<file path="config.mk">
export PLATFORM = sky130hd
export DESIGN_NAME = cam_axis_capture
export DESIGN_NICKNAME = d
export VERILOG_FILES = /design/src/rtl/cam_axis_capture.sv
export SDC_FILE = /design/constraint.sdc
export NUM_CORES = 1
export LEC_CHECK = 0
export ABC_AREA = 1
export BUFFER_PORTS_ARGS = -buffer_cell sky130_fd_sc_hd__buf_2
export CAP_MARGIN = 15
export CORE_UTILIZATION = 35
export DETAILED_ROUTE_END_ITERATION = 8
export SLEW_MARGIN = 25
export SYNTH_ARGS = -nofsm -noshare
export SYNTH_HDL_FRONTEND = slang
export SYNTH_SLANG_ARGS = --single-unit
</file>
<file path="constraint.sdc">
create_clock -name Cclk -period 2.8 [get_ports Cclk]
set_clock_uncertainty 0.2 [all_clocks]
set_input_delay 0.7 -clock Cclk [delete_from_list [all_inputs] [get_ports Cclk]]
set_output_delay 0.7 -clock Cclk [all_outputs]
set_load 0.005 [all_outputs]
</file>
<file path="src/rtl/cam_axis_capture.sv">
// OV7670-style 8-bit RGB565 camera bus to AXI4-Stream video (24-bit RGB) with a small output FIFO.
// State | meaning:  IDLE = not capturing | VBLANK = armed, waiting for vsync fall | ACTIVE = frame lines in progress
module cam_axis_capture #(
  parameter int H_ACTIVE   = 640,
  parameter int V_ACTIVE   = 480,
  parameter int FIFO_DEPTH = 4
) (
  input  logic        Cclk,
  input  logic        rstn,
  input  logic        enable,
  input  logic        cam_vsync,
  input  logic        cam_href,
  input  logic [7:0]  cam_data,
  output logic [23:0] m_axis_video_tdata,
  output logic        m_axis_video_tvalid,
  output logic        m_axis_video_tuser,
  output logic        m_axis_video_tlast,
  input  logic        m_axis_video_tready,
  output logic [15:0] frame_cnt,
  output logic        ovf_err,
  output logic        line_err,
  input  logic        clr_err
);

  localparam int XW = $clog2(H_ACTIVE + 1);
  localparam int YW = $clog2(V_ACTIVE + 1);
  localparam int AW = (FIFO_DEPTH > 1) ? $clog2(FIFO_DEPTH) : 1;
  localparam logic [XW-1:0] X_MAX    = XW'(H_ACTIVE);
  localparam logic [XW-1:0] X_LAST   = XW'(H_ACTIVE - 1);
  localparam logic [YW-1:0] Y_MAX    = YW'(V_ACTIVE);
  localparam logic [AW:0]   FULL_CNT = (AW + 1)'(FIFO_DEPTH);

  typedef enum logic [1:0] {S_IDLE, S_VBLANK, S_ACTIVE} state_t;

  state_t         r_state;
  state_t         w_state_nxt;
  logic           r_vs1, r_vs2, r_hr1, r_hr2;
  logic [7:0]     r_d1;
  logic [7:0]     r_hi;
  logic           r_phase;
  logic           r_sof_pend;
  logic [XW-1:0]  r_x;
  logic [YW-1:0]  r_y;
  logic           r_px_vld, r_px_user, r_px_last;
  logic [23:0]    r_px_data;
  logic [25:0]    r_mem [FIFO_DEPTH];
  logic [AW-1:0]  r_wp, r_rp;
  logic [AW:0]    r_cnt;
  logic [15:0]    r_frame_cnt;
  logic           r_ovf_err, r_line_err;

  logic           w_vs_rise, w_vs_fall, w_hr_fall, w_active, w_frame_end;
  logic           w_px_form, w_px_new, w_px_accept, w_px_drop, w_long;
  logic           w_full, w_valid, w_push, w_pop, w_stage_free;
  logic           w_line_err_set;
  logic [4:0]     w_r5, w_b5;
  logic [5:0]     w_g6;
  logic [23:0]    w_rgb;
  logic [25:0]    w_head;

  always_ff @(posedge Cclk or negedge rstn) begin
    if (!rstn) begin
      r_vs1 <= 1'b0;
      r_vs2 <= 1'b0;
      r_hr1 <= 1'b0;
      r_hr2 <= 1'b0;
      r_d1  <= '0;
    end else begin
      r_vs1 <= cam_vsync;
      r_vs2 <= r_vs1;
      r_hr1 <= cam_href;
      r_hr2 <= r_hr1;
      r_d1  <= cam_data;
    end
  end

  assign w_vs_rise   = r_vs1 & ~r_vs2;
  assign w_vs_fall   = ~r_vs1 & r_vs2;
  assign w_hr_fall   = ~r_hr1 & r_hr2;
  assign w_active    = (r_state == S_ACTIVE);
  assign w_frame_end = w_active & w_vs_rise;

  always_ff @(posedge Cclk or negedge rstn) begin
    if (!rstn) r_state <= S_IDLE;
    else       r_state <= w_state_nxt;
  end

  always_comb begin
    w_state_nxt = r_state;
    case (r_state)
      S_IDLE:   if (enable && w_vs_rise) w_state_nxt = S_VBLANK;
      S_VBLANK: if (w_vs_fall) w_state_nxt = S_ACTIVE;
      S_ACTIVE: if (w_vs_rise) w_state_nxt = enable ? S_VBLANK : S_IDLE;
      default:  w_state_nxt = S_IDLE;
    endcase
  end

  assign w_r5  = r_hi[7:3];
  assign w_g6  = {r_hi[2:0], r_d1[7:5]};
  assign w_b5  = r_d1[4:0];
  assign w_rgb = {w_r5, w_r5[4:2], w_g6, w_g6[5:4], w_b5, w_b5[4:2]};

  assign w_full       = (r_cnt == FULL_CNT);
  assign w_valid      = (r_cnt != '0);
  assign w_pop        = w_valid & m_axis_video_tready;
  assign w_push       = r_px_vld & (~w_full | w_pop);
  assign w_stage_free = ~r_px_vld | w_push;

  assign w_px_form   = w_active & r_hr1 & r_phase;
  assign w_px_new    = w_px_form & (r_x < X_MAX) & (r_y < Y_MAX);
  assign w_px_accept = w_px_new & w_stage_free;
  assign w_px_drop   = w_px_new & ~w_stage_free;
  assign w_long      = w_px_form & (r_x >= X_MAX) & (r_y < Y_MAX);

  assign w_line_err_set = w_long
                        | (w_active & w_hr_fall & r_phase & (r_y < Y_MAX))
                        | (w_active & w_hr_fall & (r_x != '0) & (r_x < X_MAX))
                        | (w_frame_end & (r_y < Y_MAX));

  // x advances for every in-window pixel, even a dropped one, so tlast stays on the true line end
  always_ff @(posedge Cclk or negedge rstn) begin
    if (!rstn) begin
      r_x        <= '0;
      r_y        <= '0;
      r_phase    <= 1'b0;
      r_hi       <= '0;
      r_sof_pend <= 1'b0;
    end else if ((r_state == S_VBLANK) && w_vs_fall) begin
      r_x        <= '0;
      r_y        <= '0;
      r_phase    <= 1'b0;
      r_sof_pend <= 1'b1;
    end else if (w_active) begin
      if (r_hr1) begin
        r_phase <= ~r_phase;
        if (!r_phase)    r_hi       <= r_d1;
        if (w_px_new)    r_x        <= r_x + XW'(1);
        if (w_px_accept) r_sof_pend <= 1'b0;
      end else if (w_hr_fall) begin
        if (r_x != '0) r_y <= r_y + YW'(1);
        r_x     <= '0;
        r_phase <= 1'b0;
      end
    end
  end

  // Stage register holds one pixel while the FIFO is full; the next pixel is dropped only if it is still occupied
  always_ff @(posedge Cclk or negedge rstn) begin
    if (!rstn) begin
      r_px_vld  <= 1'b0;
      r_px_user <= 1'b0;
      r_px_last <= 1'b0;
      r_px_data <= '0;
    end else if (w_px_accept) begin
      r_px_vld  <= 1'b1;
      r_px_user <= r_sof_pend;
      r_px_last <= (r_x == X_LAST);
      r_px_data <= w_rgb;
    end else if (w_push) begin
      r_px_vld  <= 1'b0;
    end
  end

  always_ff @(posedge Cclk or negedge rstn) begin
    if (!rstn) begin
      for (int i = 0; i < FIFO_DEPTH; i++) r_mem[i] <= '0;
      r_wp  <= '0;
      r_rp  <= '0;
      r_cnt <= '0;
    end else begin
      if (w_push) begin
        r_mem[r_wp] <= {r_px_user, r_px_last, r_px_data};
        r_wp        <= r_wp + AW'(1);
      end
      if (w_pop) r_rp <= r_rp + AW'(1);
      case ({w_push, w_pop})
        2'b10:   r_cnt <= r_cnt + (AW + 1)'(1);
        2'b01:   r_cnt <= r_cnt - (AW + 1)'(1);
        default: r_cnt <= r_cnt;
      endcase
    end
  end

  always_ff @(posedge Cclk or negedge rstn) begin
    if (!rstn) begin
      r_frame_cnt <= '0;
      r_ovf_err   <= 1'b0;
      r_line_err  <= 1'b0;
    end else begin
      if (w_frame_end && (r_y == Y_MAX)) r_frame_cnt <= r_frame_cnt + 16'd1;
      if (w_px_drop)    r_ovf_err <= 1'b1;
      else if (clr_err) r_ovf_err <= 1'b0;
      if (w_line_err_set) r_line_err <= 1'b1;
      else if (clr_err)   r_line_err <= 1'b0;
    end
  end

  assign w_head              = r_mem[r_rp];
  assign m_axis_video_tvalid = w_valid;
  assign m_axis_video_tdata  = w_valid ? w_head[23:0] : 24'd0;
  assign m_axis_video_tlast  = w_valid & w_head[24];
  assign m_axis_video_tuser  = w_valid & w_head[25];
  assign frame_cnt           = r_frame_cnt;
  assign ovf_err             = r_ovf_err;
  assign line_err            = r_line_err;

endmodule

</file>
After elaboration in Yosys (flattened, before gate mapping)
Cells that the tools add are included.
{ "totals": {"out_inout_bits": 45, "word_cells": 146, "ff_bits": 199, "input_bits": 15} }
{ "classes": {"eq_ne": 12, "bitwise": 37, "n_lt_le_gt_ge": 6, "n_reduce_logical": 23, "mux": 36, "add_sub_neg": 7} }
{ "op_table": {"columns": ["op", "n"], "rows": [
  ["bitwise mux 104 bit", 1],
  ["two-way mux 26 bit", 3],
  ["binary-select mux 26 bit (select 2 bit)", 1],
  ["demux 26 bit (select 2 bit)", 1],
  ["two-way mux 10 bit", 5],
  ["two-way mux 9 bit", 5],
  ["two-way mux 24 bit", 1],
  ["AND 1 bit", 22],
  ["nonzero test 2 bit", 9],
  ["adder 16 x 1 -> 16 bit (second input constant)", 1],
  ["two-way mux 1 bit", 14],
  ["adder 10 x 1 -> 10 bit (second input constant)", 1],
  ["equality test 10 bit (second input constant)", 1],
  ["greater-or-equal comparator 10 bit (second input constant)", 1],
  ["less-than comparator 10 bit (second input constant)", 1],
  ["nonzero test 10 bit", 1],
  ["adder 9 x 1 -> 9 bit (second input constant)", 1],
  ["equality test 9 bit (second input constant)", 1],
  ["less-than comparator 9 bit (second input constant)", 1],
  ["AND reduction 3 bit", 3],
  ["inverter 1 bit", 8],
  ["AND reduction 4 bit", 2],
  ["greater-or-equal comparator 3 bit (second input constant)", 2],
  ["two-way mux 2 bit", 3],
  ["other kinds (18)", 32]
]} }

Logic depth before layout (Yosys ltp)
{ "logic_depth": {"word_depth": 10, "ltp_mapped": 10, "mapped_depth_nobuf": 10} }

Least setup slack after synthesis
Ideal clock, no wire load.
{ "synth_timing": {"path_type": "input to register", "start": "input m_axis_video_tready", "end": "register r_cnt[2]", "path_stages": 10, "t_arrival_ns": 2.147, "setup_time_ns": 0.131, "n_path_buf": 1, "path_slack_ns": 0.322, "t_required_ns": 2.469, "cell_sequence": "inv_1 -> nand3_2 -> nand2_4 -> buf_2 -> ha_1 -> inv_1 -> fa_1 -> a21oi_1 -> o21ai_0 -> xor2_1"} }
{ "synth_via": {"elab_chain_cells": 5, "elab_cells_between_ends": 7, "cone_classes": "eq/ne (2); mux (1); bitwise (3); reduce/logical (1)"} }
{ "synth_rtl": {"columns": ["element", "line_no", "source"], "rows": [
  ["start, declared", "18", "input logic m_axis_video_tready,"],
  ["AND 1 bit (*)", "105", "assign w_pop = w_valid & m_axis_video_tready;"],
  ["bitwise OR 1 bit", "106", "assign w_push = r_px_vld & (~w_full | w_pop);"],
  ["AND 1 bit", "106", null],
  ["equality test 2 x 1 -> 1 bit or equality test 2 bit (tied branches)", "176", "case ({w_push, w_pop})"],
  ["case mux 3 bit (2 select lines) or nonzero test 2 bit (tied branches)", null, null],
  ["end signal, assigned", "177", "2'b10: r_cnt <= r_cnt + (AW + 1)'(1);"],
  ["end signal, assigned", "178", "2'b01: r_cnt <= r_cnt - (AW + 1)'(1);"],
  ["end signal, assigned", "179", "default: r_cnt <= r_cnt;"],
  ["end, declared", "48", "logic [AW:0] r_cnt;"]
]} }
Every way passes the cells marked *; elsewhere a longest branch is shown, timed or not.
A chain may end at the register's enable or synchronous reset.

Worst setup path after layout
{ "layout_timing": {"start": "register r_cnt[1]", "end": "output m_axis_video_tdata[1]"} }
{ "layout_via": {"elab_chain_cells": 2} }
{ "layout_rtl": {"columns": ["element", "line_no", "source"], "rows": [
  ["nonzero test 3 bit", "104", "assign w_valid = (r_cnt != '0);"],
  ["two-way mux 24 bit", "200", "assign m_axis_video_tdata = w_valid ? w_head[23:0] : 24'd0;"],
  ["end, declared", "14", "output logic [23:0] m_axis_video_tdata,"]
]} }
Every way passes these cells.

==> out/qor.csv <==
metric,value,unit
gr ovfl total,0,
run status,"finished, final reports clean",
Adder-Cell Fraction of Synth Area,0.0186,
peak clock frequency supported by timing,0.376,GHz
H-tree level count,4,
class of the tightest hold or removal check,input pin to asynchronous set/reset pin,
Final HPWL DP,11800,µm
Worst Reg2Reg Path Length in Cells,8,
CTS tree,yes,
average cell area after synthesis,8.21,µm²
peak supply drop,0.499,mV
final wirelength,17800,µm
number of design rule violations left after detail routing,0,
post-CTS clock slew at the launch and capture registers of the worst setup and hold paths,0.07,ns
"basic-gate share of the synthesized area counting and, or, nand and nor cells",0.223,
crit path buf inv count,2,
DR iter-0 viols,357,
number of enable flip-flop cells after synthesis,0,
multiplexer share of the synthesized area,0,
fraction of registers with async set or reset after synthesis,1.00,
top_reg_cell synth,dfrtp_1,
number of endpoints failing setup at the final stage,0,
Vias/cell,4.69,
list of most frequent post-synthesis cells,"294 x nand2_1, 159 x dfrtp_1, 117 x o21ai_0",
Layout Area Growth over Synthesis,14.6,%
DRT Pass-1 Iters,4,
number of flip-flops and latches in the synthesized netlist,159,
global-route wire length before repair,30100,µm
slowest library cell on the worst path,dfrtp_1,
largest net degree at the start of global routing,51,
Mapped Nets,976,
crit path kind,flop to output pin,
Synth area leaders,"dfrtp_1 51%, nand2_1 14%, o21ai_0 7.5%",
Max Slew Vio Count,0,
data arrival at the endpoint of the critical path,1.76,ns
sequential element share of the synthesized area,0.510,
via count of the first global-routing pass,5842,
YS warnings,0,
GPL Wtd Cong,0.771,
number of primary I/O pins,60,
measured slew at the worst slew-check pin,0.770,ns
maximum fanout along the worst path,19,
count of clock tree sinks,159,
Die Y,151,µm
startpoint of the lowest-slack register-to-register path,r_cnt[1]$_DFFE_PN0P_,
Worst path max stage delay,0.39,ns
Max-Slew Margin vs Limit,0.486,
largest area contributor in the netlist,dfrtp_1,
buffer type at the clock tree root,clkbuf_16,
leakage power,4.49,nW
fin crit period,2.66,ns
number of buffers inserted by post-CTS setup repair,0,
crit start category,flop,
netlist area before placement,0.00780,mm²
worst reg-to-reg setup slack,0.43,ns
GRT Overall Usage,0.171,
library cells used by synthesis,35,
Antenna diodes,0,
Avg WL per Cell,13.8,µm
setup repair after global routing missed its margin,false,
Crit. End Element,output pin,
post-cts hold buffer count,0,
number of inserted filler cells in the final layout,2251,
fraction of synthesized cell area taken by the top area cell type,0.510,
DIE AREA,0.0229,mm²
count of standard-cell rows,54,
final clock period utilization by the worst path,0.949,
CTS buffer count,17,
Max Cap Violations,0,
main combinational cell family by area after synthesis,simple AND/OR/NAND/NOR gates,
antenna violations before repair,0,
number of port buffers,59,
core region area,0.0218,mm²
worst path required time,1.90,ns
Pwr per Cell Area,853,mW/mm²
buffer depth of the longest clock path,2,
count of vias placed by the detailed router,6059,
most frequent cell after synthesis,nand2_1,
Worst R2R End,r_cnt[1]$_DFFE_PN0P_,
"antenna viol nets, final",0,
Nets,1025,
sum of negative setup slack,0,ns
worst-path cell chain,"nor2_1, nand2_1, inv_2, a21oi_1, buf_2",
register area,0.00398,mm²
layout cells sized above 1,0.157,
Synth Area in Compound Gates,0.140,
initial core utilization,0.357,
horizontal extent of the die,151,µm
xor/xnor cell area share of the yosys netlist,0.0236,
area taken by multi-input logic gates,0.00317,mm²
"Largest delay share family, worst path",buffers and inverters,
number of instances in the synthesized netlist,950,
overall power,7.62,mW
final hold vios,0,
worst skew pair latency,0.43,ns
registers in the layout (all words and copies together), names as in the netlist, 3 cells and up:
register,cells
r_mem,72
r_px_data,16
r_d1,8
r_y,9
r_cnt,3
frame_cnt,16
r_hi,8
r_x,10
logic make-up after synthesis:
logic type / Yosys count
compound gates: 206
simple gates: 406
fa+ha+maj: 11
xor+xnor: 21
buf+inv: 147
flops: 159
where the power goes:
part / switching (mW) / internal [mW] / leakage [nW] / total [mW]
Clock: 0.963 / 1.36 / 0.277 / 2.32
Sequential: 0.370 / 2.76 / 1.98 / 3.13
Combinational: 1.34 / 0.818 / 2.23 / 2.16
Total: 2.68 / 4.94 / 4.49 / 7.62
metrics by stage:
step	hold WS, ns	cells	instance area, µm²	setup slack, ns	util
floorplan	0.174	950	7800	0.322	-
global placement	0.184	1260	8330	0.392	0.382
detailed placement	0.200	1260	8330	0.376	0.382
CTS	0.0242	1292	8920	0.00865	0.409
global route	0.0456	1292	8930	0.0164	0.409
finish	0.0133	1292	8930	0.142	0.409
cells in the final DEF (no fill, tap or decap), types with 3 or more instances in the layout:
| cell | count |
|---|---|
| nand2_1 | 294 |
| a21oi_1 | 55 |
| nand3_1 | 31 |
| buf_2 | 58 |
| nor2_1 | 49 |
| o21ai_0 | 117 |
| nand2_2 | 6 |
| ha_1 | 10 |
| nor2_2 | 4 |
| xor2_1 | 14 |
| o21bai_1 | 3 |
| clkinv_2 | 4 |
| inv_2 | 9 |
| o21ai_2 | 14 |
| xnor2_1 | 7 |
| clkbuf_16 | 17 |
| nor2_4 | 7 |
| buf_12 | 3 |
| inv_1 | 90 |
| nand2_4 | 3 |
| nand4_1 | 3 |
| o21ai_1 | 15 |
| clkinvlp_4 | 5 |
| dfrtp_1 | 159 |
| buf_4 | 10 |
routing by layer:
| metal | up-vias | share of wire | global-route usage |
|---|---|---|---|
| li1 | 3110 | - | - |
| met1 | 2849 | 0.49 | 0.228 |
| met2 | 85 | 0.47 | 0.276 |
| met3 | 15 | 0.035 | 0.0373 |
| met4 | 0 | 0.011 | 0.0510 |
| met5 | - | 0 | 0 |
worst max-delay path by stage:
stage          cells past startpoint               endpoint            startpoint  slack [ns]
2_1_floorplan                     10   r_cnt[2]$_DFFE_PN0P_   m_axis_video_tready        0.32
3_3_place_gp                       9   r_cnt[2]$_DFFE_PN0P_   m_axis_video_tready        0.39
3_5_place_dp                       9   r_cnt[2]$_DFFE_PN0P_   m_axis_video_tready        0.38
4_1_cts                            4  m_axis_video_tdata[1]   r_rp[0]$_DFFE_PN0P_       0.009
5_1_grt                            5  m_axis_video_tdata[0]   r_rp[0]$_DFFE_PN0P_        0.02
6_report                           5  m_axis_video_tdata[1]  r_cnt[1]$_DFFE_PN0P_        0.14
worst reg2reg max path: stages, from the launching register on:
cell     delay, ns
dfrtp_1       0.39
nor2_1        0.18
nand2_1       0.10
inv_2         0.35
nor2_1        0.16
ha_1          0.21
inv_1         0.10
fa_1          0.42
o21ai_0       0.18
layout make-up:
class	instances	share of cell area
tap	280	0.0392
clock inverter	13	0.0155
timing repair buffer	73	0.0501
sequential	159	0.445
multi-input combinational	644	0.355
clock buffer	19	0.0507
inverter	104	0.0444
what timing repair did:
action / CTS / global route
setup endpoints to repair: 0 / 25
gates resized for setup: 0 / 6
endpoints found under the hold margin: 0 / 0
(Power assumes the default switching activity.)
